`src/rtl/mem_stage_pkg.sv`:
```
// Shared definitions for the MEM stage: load/store op codes, FSM states,
// byte-select patterns and small lane-select helpers.
package mem_stage_pkg;

  // Load/store op codes as produced by the EX stage
  localparam logic [7:0] EXE_LB_OP  = 8'b1110_0000;
  localparam logic [7:0] EXE_LH_OP  = 8'b1110_0001;
  localparam logic [7:0] EXE_LW_OP  = 8'b1110_0011;
  localparam logic [7:0] EXE_LBU_OP = 8'b1110_0100;
  localparam logic [7:0] EXE_LHU_OP = 8'b1110_0101;
  localparam logic [7:0] EXE_SB_OP  = 8'b1110_1000;
  localparam logic [7:0] EXE_SH_OP  = 8'b1110_1001;
  localparam logic [7:0] EXE_SW_OP  = 8'b1110_1011;

  localparam logic [4:0] NOP_REG_ADDR = 5'b00000;
  localparam logic       NO_STOP      = 1'b0;

  localparam logic [3:0] SEL_NONE = 4'b0000;
  localparam logic [3:0] SEL_WORD = 4'b1111;

  typedef enum logic [1:0] {
    ST_IDLE = 2'b00,
    ST_WAIT = 2'b01,
    ST_DONE = 2'b10
  } mem_state_e;

  // Big-endian: offset 0 is the most significant byte lane
  function automatic logic [3:0] byte_sel(input logic [1:0] off);
    return 4'b1000 >> off;
  endfunction

  function automatic logic [3:0] half_sel(input logic off_hi);
    return off_hi ? 4'b0011 : 4'b1100;
  endfunction

endpackage

```
`src/rtl/mem_stage_if.sv`:
```
// Data-bus interface between the MEM stage (master) and memory (slave).
//   req/we/addr/sel/wdata : master -> slave, held until ack
//   rdata/ack             : slave -> master, ack is a one-cycle completion
interface mem_stage_if;
  logic        req;
  logic        we;
  logic [31:0] addr;
  logic [3:0]  sel;
  logic [31:0] wdata;
  logic [31:0] rdata;
  logic        ack;

  modport master (output req, we, addr, sel, wdata, input rdata, ack);
  modport slave  (input req, we, addr, sel, wdata, output rdata, ack);
endinterface

```
`src/rtl/mem_align.sv`:
```
// Combinational byte-lane unit for the MEM stage.
//   aluop_i/off_i : op code and low address bits
//   reg2_i        : store data, replicated across lanes on wdata_o
//   rdata_i       : captured read word, lane extracted and extended on ldata_o
//   is_load_o/is_store_o/misalign_o/sel_o : access decode
module mem_align
  import mem_stage_pkg::*;
(
  input  logic [7:0]  aluop_i,
  input  logic [1:0]  off_i,
  input  logic [31:0] reg2_i,
  input  logic [31:0] rdata_i,
  output logic        is_load_o,
  output logic        is_store_o,
  output logic        misalign_o,
  output logic [3:0]  sel_o,
  output logic [31:0] wdata_o,
  output logic [31:0] ldata_o
);

  logic [7:0]  byte_s;
  logic [15:0] half_s;

  // Pick the addressed byte and halfword out of the read word
  always_comb begin
    case (off_i)
      2'b00:   byte_s = rdata_i[31:24];
      2'b01:   byte_s = rdata_i[23:16];
      2'b10:   byte_s = rdata_i[15:8];
      default: byte_s = rdata_i[7:0];
    endcase
    if (off_i[1]) begin
      half_s = rdata_i[15:0];
    end else begin
      half_s = rdata_i[31:16];
    end
  end

  // Decode the access: lanes, store replication, load extension
  always_comb begin
    is_load_o  = 1'b0;
    is_store_o = 1'b0;
    misalign_o = 1'b0;
    sel_o      = SEL_NONE;
    wdata_o    = 32'h0000_0000;
    ldata_o    = 32'h0000_0000;
    case (aluop_i)
      EXE_LB_OP: begin
        is_load_o = 1'b1;
        sel_o     = byte_sel(off_i);
        ldata_o   = {{24{byte_s[7]}}, byte_s};
      end
      EXE_LBU_OP: begin
        is_load_o = 1'b1;
        sel_o     = byte_sel(off_i);
        ldata_o   = {24'h00_0000, byte_s};
      end
      EXE_LH_OP: begin
        is_load_o  = 1'b1;
        misalign_o = off_i[0];
        sel_o      = half_sel(off_i[1]);
        ldata_o    = {{16{half_s[15]}}, half_s};
      end
      EXE_LHU_OP: begin
        is_load_o  = 1'b1;
        misalign_o = off_i[0];
        sel_o      = half_sel(off_i[1]);
        ldata_o    = {16'h0000, half_s};
      end
      EXE_LW_OP: begin
        is_load_o  = 1'b1;
        misalign_o = |off_i;
        sel_o      = SEL_WORD;
        ldata_o    = rdata_i;
      end
      EXE_SB_OP: begin
        is_store_o = 1'b1;
        sel_o      = byte_sel(off_i);
        wdata_o    = {4{reg2_i[7:0]}};
      end
      EXE_SH_OP: begin
        is_store_o = 1'b1;
        misalign_o = off_i[0];
        sel_o      = half_sel(off_i[1]);
        wdata_o    = {2{reg2_i[15:0]}};
      end
      EXE_SW_OP: begin
        is_store_o = 1'b1;
        misalign_o = |off_i;
        sel_o      = SEL_WORD;
        wdata_o    = reg2_i;
      end
      default: begin
        is_load_o  = 1'b0;
        is_store_o = 1'b0;
      end
    endcase
  end

endmodule

```
`src/rtl/mem_stage.sv`:
```
// MEM stage of the 5-stage MIPS pipeline. Runs loads/stores over a req/ack
// data bus and stalls the pipeline until each access completes; all other
// ops pass straight through to the MEM/WB register.
//   clk, rst           : clock, synchronous active-high reset
//   stall              : ctrl stall vector, bit 4 holds MEM/WB
//   *_i                : EX/MEM register contents
//   dbus               : data-bus master port
//   mem_*              : MEM/WB inputs
//   stallreq_mem       : stall request to ctrl
//   addr_err, bus_err  : misaligned access (comb), timeout abort (pulse)
module mem_stage
  import mem_stage_pkg::*;
#(
  parameter int unsigned TIMEOUT = 16  // 2..255
) (
  input  logic        clk,
  input  logic        rst,
  input  logic [5:0]  stall,
  input  logic [7:0]  aluop_i,
  input  logic [31:0] mem_addr_i,
  input  logic [31:0] reg2_i,
  input  logic [4:0]  wd_i,
  input  logic        wreg_i,
  input  logic [31:0] wdata_i,
  input  logic [31:0] hi_i,
  input  logic [31:0] lo_i,
  input  logic        whilo_i,
  mem_stage_if.master dbus,
  output logic [31:0] mem_wdata,
  output logic [4:0]  mem_wd,
  output logic        mem_wreg,
  output logic [31:0] mem_hi,
  output logic [31:0] mem_lo,
  output logic        mem_whilo,
  output logic        stallreq_mem,
  output logic        addr_err,
  output logic        bus_err
);

  // The counter already reads 1 in the first WAIT cycle, so abort at
  // TIMEOUT-1 gives exactly TIMEOUT request cycles.
  localparam logic [7:0] CNT_LAST = 8'(TIMEOUT - 1);

  mem_state_e  state_q, state_d;
  logic [7:0]  cnt_q, cnt_d;
  logic [31:0] rdata_q, rdata_d;
  logic        abort_q, abort_d;
  logic        bus_err_q, bus_err_d;

  logic        is_load_s, is_store_s, misalign_s, mem_op_s, req_s;
  logic [3:0]  sel_s;
  logic [31:0] st_data_s, ld_data_s;
  logic        stall_unused_s;

  assign stall_unused_s = ^{stall[5], stall[3:0]};
  assign mem_op_s       = is_load_s | is_store_s;

  mem_align u_align (
    .aluop_i    (aluop_i),
    .off_i      (mem_addr_i[1:0]),
    .reg2_i     (reg2_i),
    .rdata_i    (rdata_q),
    .is_load_o  (is_load_s),
    .is_store_o (is_store_s),
    .misalign_o (misalign_s),
    .sel_o      (sel_s),
    .wdata_o    (st_data_s),
    .ldata_o    (ld_data_s)
  );

  // State, timeout counter, captured read data and abort flags
  always_ff @(posedge clk) begin
    if (rst) begin
      state_q   <= ST_IDLE;
      cnt_q     <= 8'd0;
      rdata_q   <= 32'h0000_0000;
      abort_q   <= 1'b0;
      bus_err_q <= 1'b0;
    end else begin
      state_q   <= state_d;
      cnt_q     <= cnt_d;
      rdata_q   <= rdata_d;
      abort_q   <= abort_d;
      bus_err_q <= bus_err_d;
    end
  end

  // Next-state logic; ack takes priority over timeout in WAIT
  always_comb begin
    state_d   = state_q;
    cnt_d     = cnt_q;
    rdata_d   = rdata_q;
    abort_d   = abort_q;
    bus_err_d = 1'b0;
    req_s     = 1'b0;
    case (state_q)
      ST_IDLE: begin
        if (mem_op_s && !misalign_s) begin
          req_s   = 1'b1;
          abort_d = 1'b0;
          if (dbus.ack) begin
            rdata_d = dbus.rdata;
            state_d = ST_DONE;
          end else begin
            cnt_d   = 8'd1;
            state_d = ST_WAIT;
          end
        end else begin
          state_d = ST_IDLE;
        end
      end
      ST_WAIT: begin
        req_s = 1'b1;
        if (dbus.ack) begin
          rdata_d = dbus.rdata;
          state_d = ST_DONE;
        end else if (cnt_q == CNT_LAST) begin
          abort_d   = 1'b1;
          bus_err_d = 1'b1;
          state_d   = ST_DONE;
        end else begin
          cnt_d = cnt_q + 8'd1;
        end
      end
      ST_DONE: begin
        if (stall[4] == NO_STOP) begin
          cnt_d   = 8'd0;
          state_d = ST_IDLE;
        end else begin
          state_d = ST_DONE;
        end
      end
      default: begin
        state_d = ST_IDLE;
      end
    endcase
  end

  // Output steering: bus drive, MEM/WB results, pass-through and reset blanking
  always_comb begin
    dbus.req     = 1'b0;
    dbus.we      = 1'b0;
    dbus.addr    = 32'h0000_0000;
    dbus.sel     = SEL_NONE;
    dbus.wdata   = 32'h0000_0000;
    mem_wdata    = 32'h0000_0000;
    mem_wd       = NOP_REG_ADDR;
    mem_wreg     = 1'b0;
    mem_hi       = 32'h0000_0000;
    mem_lo       = 32'h0000_0000;
    mem_whilo    = 1'b0;
    stallreq_mem = 1'b0;
    addr_err     = 1'b0;
    bus_err      = 1'b0;
    if (rst) begin
      stallreq_mem = 1'b0;
    end else begin
      mem_wd    = wd_i;
      mem_hi    = hi_i;
      mem_lo    = lo_i;
      mem_whilo = whilo_i;
      bus_err   = bus_err_q;
      if (req_s) begin
        dbus.req     = 1'b1;
        dbus.we      = is_store_s;
        dbus.addr    = {mem_addr_i[31:2], 2'b00};
        dbus.sel     = sel_s;
        dbus.wdata   = st_data_s;
        stallreq_mem = 1'b1;
      end else begin
        stallreq_mem = 1'b0;
      end
      if (!mem_op_s) begin
        mem_wdata = wdata_i;
        mem_wreg  = wreg_i;
      end else if (state_q == ST_DONE) begin
        mem_wdata = is_load_s ? ld_data_s : wdata_i;
        mem_wreg  = wreg_i & is_load_s & ~abort_q;
      end else if (misalign_s) begin
        addr_err  = 1'b1;
        mem_wdata = wdata_i;
        mem_wreg  = 1'b0;
      end else begin
        mem_wdata = 32'h0000_0000;
        mem_wreg  = 1'b0;
      end
    end
  end

endmodule

```
`src/flat_wrapper.sv`:
```
// flat-port wrapper written by rule: the top's interface ports become plain ports
module mem_stage_flat import mem_stage_pkg::*;
#(
  parameter int unsigned TIMEOUT = 16           
)
  (clk, rst, stall, aluop_i, mem_addr_i, reg2_i, wd_i, wreg_i, wdata_i, hi_i, lo_i, whilo_i, mem_wdata, mem_wd, mem_wreg, mem_hi, mem_lo, mem_whilo, stallreq_mem, addr_err, bus_err, dbus_req, dbus_we, dbus_addr, dbus_sel, dbus_wdata, dbus_rdata, dbus_ack);
  mem_stage_if dbus_i ();
  input  logic clk;
  input  logic rst;
  input  logic [5:0] stall;
  input  logic [7:0] aluop_i;
  input  logic [31:0] mem_addr_i;
  input  logic [31:0] reg2_i;
  input  logic [4:0] wd_i;
  input  logic wreg_i;
  input  logic [31:0] wdata_i;
  input  logic [31:0] hi_i;
  input  logic [31:0] lo_i;
  input  logic whilo_i;
  output logic [31:0] mem_wdata;
  output logic [4:0] mem_wd;
  output logic mem_wreg;
  output logic [31:0] mem_hi;
  output logic [31:0] mem_lo;
  output logic mem_whilo;
  output logic stallreq_mem;
  output logic addr_err;
  output logic bus_err;
  output wire logic [$bits(dbus_i.req)-1:0] dbus_req;
  output wire logic [$bits(dbus_i.we)-1:0] dbus_we;
  output wire logic [$bits(dbus_i.addr)-1:0] dbus_addr;
  output wire logic [$bits(dbus_i.sel)-1:0] dbus_sel;
  output wire logic [$bits(dbus_i.wdata)-1:0] dbus_wdata;
  input wire logic [$bits(dbus_i.rdata)-1:0] dbus_rdata;
  input wire logic [$bits(dbus_i.ack)-1:0] dbus_ack;
  assign dbus_req = dbus_i.req;
  assign dbus_we = dbus_i.we;
  assign dbus_addr = dbus_i.addr;
  assign dbus_sel = dbus_i.sel;
  assign dbus_wdata = dbus_i.wdata;
  assign dbus_i.rdata = dbus_rdata;
  assign dbus_i.ack = dbus_ack;
  mem_stage #(.TIMEOUT(TIMEOUT)) u_core (.clk(clk), .rst(rst), .stall(stall), .aluop_i(aluop_i), .mem_addr_i(mem_addr_i), .reg2_i(reg2_i), .wd_i(wd_i), .wreg_i(wreg_i), .wdata_i(wdata_i), .hi_i(hi_i), .lo_i(lo_i), .whilo_i(whilo_i), .dbus(dbus_i), .mem_wdata(mem_wdata), .mem_wd(mem_wd), .mem_wreg(mem_wreg), .mem_hi(mem_hi), .mem_lo(mem_lo), .mem_whilo(mem_whilo), .stallreq_mem(stallreq_mem), .addr_err(addr_err), .bus_err(bus_err));
endmodule
```
`config.mk`:
```
export PLATFORM = sky130hd
export DESIGN_NAME = mem_stage_flat
export DESIGN_NICKNAME = d
export VERILOG_FILES = /design/src/rtl/mem_stage_pkg.sv /design/src/rtl/mem_stage_if.sv /design/src/rtl/mem_align.sv /design/src/rtl/mem_stage.sv /design/src/flat_wrapper.sv
export SDC_FILE = /design/constraint.sdc
export NUM_CORES = 1
export LEC_CHECK = 0
export CAP_MARGIN = 40
export CORE_AREA = 3 3 153 155
export DETAILED_ROUTE_END_ITERATION = 8
export DIE_AREA = 0 0 156 158
export PLACE_DENSITY = 0.67
export SYNTH_ARGS = -nofsm -noshare
export SYNTH_HDL_FRONTEND = slang
export SYNTH_SLANG_ARGS = --single-unit
```
`constraint.sdc`:
```
create_clock -name clk -period 2.4 [get_ports clk]
set_input_delay 0.24 -clock clk [delete_from_list [all_inputs] [get_ports clk]]
set_output_delay 0.24 -clock clk [all_outputs]
set_load 0.03 [all_outputs]
```
==> results.py <==
metrics = {
    "status": {
        "status": "complete, no violations",
    },
    "clock_tree": {
        "cts_root_buf": "clkbuf_16",
        "cts.sinks": 44,
        "clk_pin_slew_worst_paths_ps": 60,
        "cts.htree.levels": 2,
        "cts_inserted_buffers": 5,
        "clkLatencyLatePin_ps": 290,
        "cts_tree": "done",
        "holdBufCountCts": 0,
        "clock_path_buffers": 2,
    },
    "finish": {
        "fin_nets": 1268,
        "final_common_cell": "clkdlybuf4s50_1",
        "final_area_um2": 9699,
        "syn_to_final_growth_pct": 121.4,
        "layout_common_cells": "clkdlybuf4s50_1 (270), buf_4 (144), nor2b_1 (83)",
        "filler_cell_count": 2164,
        "layout-drive-gt1-share_pct": 24.52,
    },
    "power_and_ir_drop": {
        "power_density_nw_per_um2": 284.6,
        "p_total_mw": 2.761,
        "vdd_drop_max_uv": 362.0,
        "p_int_mw": 1.887,
        "p_clk_share_pct": 29.2,
        "net-switching-power_mw": 0.8738,
        "p_comb_share_pct": 44.1,
        "leakage_nw": 3.951,
        "swShare_pct": 31.65,
        "p_seq_share_pct": 26.7,
    },
    "grt": {
        "track_usage_pct": 18.47,
        "grt_first_pass_wirelength_mm": 36.05,
        "grt_pass1_vias": 6137,
        "grt_max_degree": 60,
        "antenna_found_initial": 5,
        "grt_overflow": 0,
    },
    "drt": {
        "maxUsedRoutingLayer": "met5",
        "drtPass1Iterations": 6,
        "wl_met2_mm": 12.14,
        "met3WireLength_mm": 2.307,
        "drt-met1-wl_mm": 10.60,
        "drtIter0Drc": 484,
        "routed_via_density": 4.823,
        "vias": 6410,
        "drc_errors": 0,
        "drt-total-wl_mm": 25.45,
        "wire_per_inst_um": 19.15,
        "antenna_left": 0,
    },
    "min_path": {
        "hold_start": "rst",
        "whs_endpoint": "u_core.cnt_q[6]$_SDFFE_PP0P_",
        "hold_class": "input pin to flop",
        "hold-path-cell-count": 2,
    },
    "die": {
        "core_um2": 21960,
        "core.rowCount": 54,
        "design.die.area_um2": 24650,
        "dieWidth_um": 156,
        "ioPinCount": 392,
        "start_util_pct": 19.95,
        "chipHeight_um": 158,
    },
    "critical_path": {
        "slowest_delay_ps": 530,
        "path_buf_inv": 2,
        "path_cells": "mux2i_2 > mux2_4 > or4b_4 > buf_8 > a21oi_2 > o22a_1 > buf_12",
        "worstReg2RegStart": "u_core.cnt_q[0]$_SDFFE_PP0P_",
        "cp_top_family": "simple AND/OR/NAND/NOR gates",
        "required_ps": 2160,
        "cpMaxStageDelayCell": "or4b_4",
        "rr_endpoint": "u_core.cnt_q[5]$_SDFFE_PP0P_",
        "arrival_ps": 2160,
        "worst-path-max-fanout": 7,
        "crit_path_end_kind": "primary output",
        "crit_type": "flop to primary output",
        "r2r_slack_ps": 380,
        "worst_setup_path_start_kind": "flop",
        "reg2regPathDepth": 6,
    },
    "placement": {
        "portBuffers": 384,
        "gp_congestion": 0.8530,
        "placed_cell_area_um2": 9024,
        "place_hpwl_mm": 20.63,
    },
    "logic_synthesis": {
        "synth_area_leader_cell": "dfxtp_1",
        "synth-edff-count": 0,
        "syn-cell-area_um2": 4380,
        "avgSynthCellArea_um2": 7.065,
        "ys_ff_latch": 44,
        "synth_ff_type": "dfxtp_1",
        "async_reset_ff_share_pct": 0,
        "syn_inst": 620,
        "ys_types": 58,
        "synth_top_cell_area_share_pct": 20.11,
        "synth_seq_area_share_pct": 20.11,
        "synthTopCellsByArea": "dfxtp_1 (20%), nor2b_1 (12%), mux2i_1 (11%), a21oi_1 (6.6%), and3_1 (6.0%)",
        "yosysWarnings": 0,
    },
    "timing": {
        "final_hold_viol_count": 0,
        "tightest_slew_ps": 547.2,
        "skew_ps": 4.717,
        "rsz0062_at_grt": "true",
        "slew_headroom_pct": 63.04,
        "fin_crit_sh_pct": 99.98,
        "drv_slew": 0,
        "setup_viol": 0,
        "hold_slack_ps": 395.7,
        "fmax_mhz": 416.7,
        "layout_min_cycle_time_ps": 2400,
        "setup_tns_ps": 0,
    },
    "job": {
        "max_cap_violations": 0,
    },
}
==> logic make-up after synthesis <==
kind of cell,count (synthesis),share of synthesized area [%]
fa+ha+maj,5,1.428
other cells,1,0.08561
mux,50,12.03
flops,44,20.11
compound gates,165,23.99
buf+inv,63,6.598
simple gates,292,35.76
==> layout make-up <==
type	count	area, um2	area share [%]
tap	280	350.3	3.612
clock inverter	3	47.55	0.4902
timing repair buffer	472	4772	49.20
sequential	44	885.9	9.133
antenna	1	2.502	0.02580
clock buffer	5	125.1	1.290
inverter	10	37.54	0.3870
multi-input combinational	514	3478	35.86
==> metrics by stage <==
stage                     instances  utilization (%)  setup slack (ps)
after floorplan                 621                -            0.4285
after global placement         1307            41.09            -300.2
after detailed placement       1307            41.09            -332.1
after CTS                      1323            43.32            -72.72
after global routing           1329            44.17            -68.39
final                          1329            44.17            0.4035
==> synth_stat cells (all sizes together), types with 2 or more instances <==
cell type and instances:
o21a 2, nor4 2, dfxtp 44, o22a 7, nand2 48, a22oi 7
nor2 67, a31oi 3, a211oi 2, a21oi 58, a221oi 9, mux2i 47
ha 5, nor3b 4, o22ai 3, inv 10, nor3 6, o311ai 6
and3 42, o211ai 3, nor4b 2, a32oi 4, buf 18, and2 3
or3 2, o31ai 5, o41ai 6, o21ai 43, clkbuf 35, nand4b 2
nand2b 9, nand3 13, mux4 2, nand4 2, nor2b 85
==> flip-flops by register name (all words and copies together), names as in the netlist <==
signal	cells
u_core.rdata_q	32
u_core.state_q	2
u_core.abort_q	1
u_core.bus_err_q	1
u_core.cnt_q	8
==> power by group through the flow <==
stage	Sequential, mW	Combinational (mW)	Clock [mW]
global route	0.738	1.29	0.848
floorplan	0.753	0.461	0
global placement	0.755	1.15	0
CTS	0.738	1.19	0.824
detailed placement	0.755	1.16	0
finish	0.738	1.22	0.806
==> metal layers <==
layer,track usage (%),up-vias
met5,0,-
met4,3.701,8
met3,5.686,27
met2,30.19,304
met1,24.14,3002
li1,-,3069
==> worst max path at each step <==
| stage | endpoint | from | cells past startpoint |
|---|---|---|---|
| 2_1_floorplan | mem_wdata[7] | aluop_i[4] | 5 |
| 3_3_place_gp | dbus_wdata[3] | aluop_i[4] | 8 |
| 3_5_place_dp | mem_wdata[23] | aluop_i[0] | 9 |
| 4_1_cts | mem_wdata[23] | u_core.rdata_q[7]$_SDFFE_PP0P_ | 7 |
| 5_1_grt | mem_wdata[23] | u_core.rdata_q[7]$_SDFFE_PP0P_ | 7 |
| 6_report | mem_wdata[23] | u_core.rdata_q[7]$_SDFFE_PP0P_ | 7 |
==> repair_timing <==
action,4_1_cts,5_1_grt
pin swaps,13,12
resized for setup,66,30
buffers inserted,6,3
setup endpoints to repair,102,102
gates cloned,2,2
(Power assumes the default switching activity.)
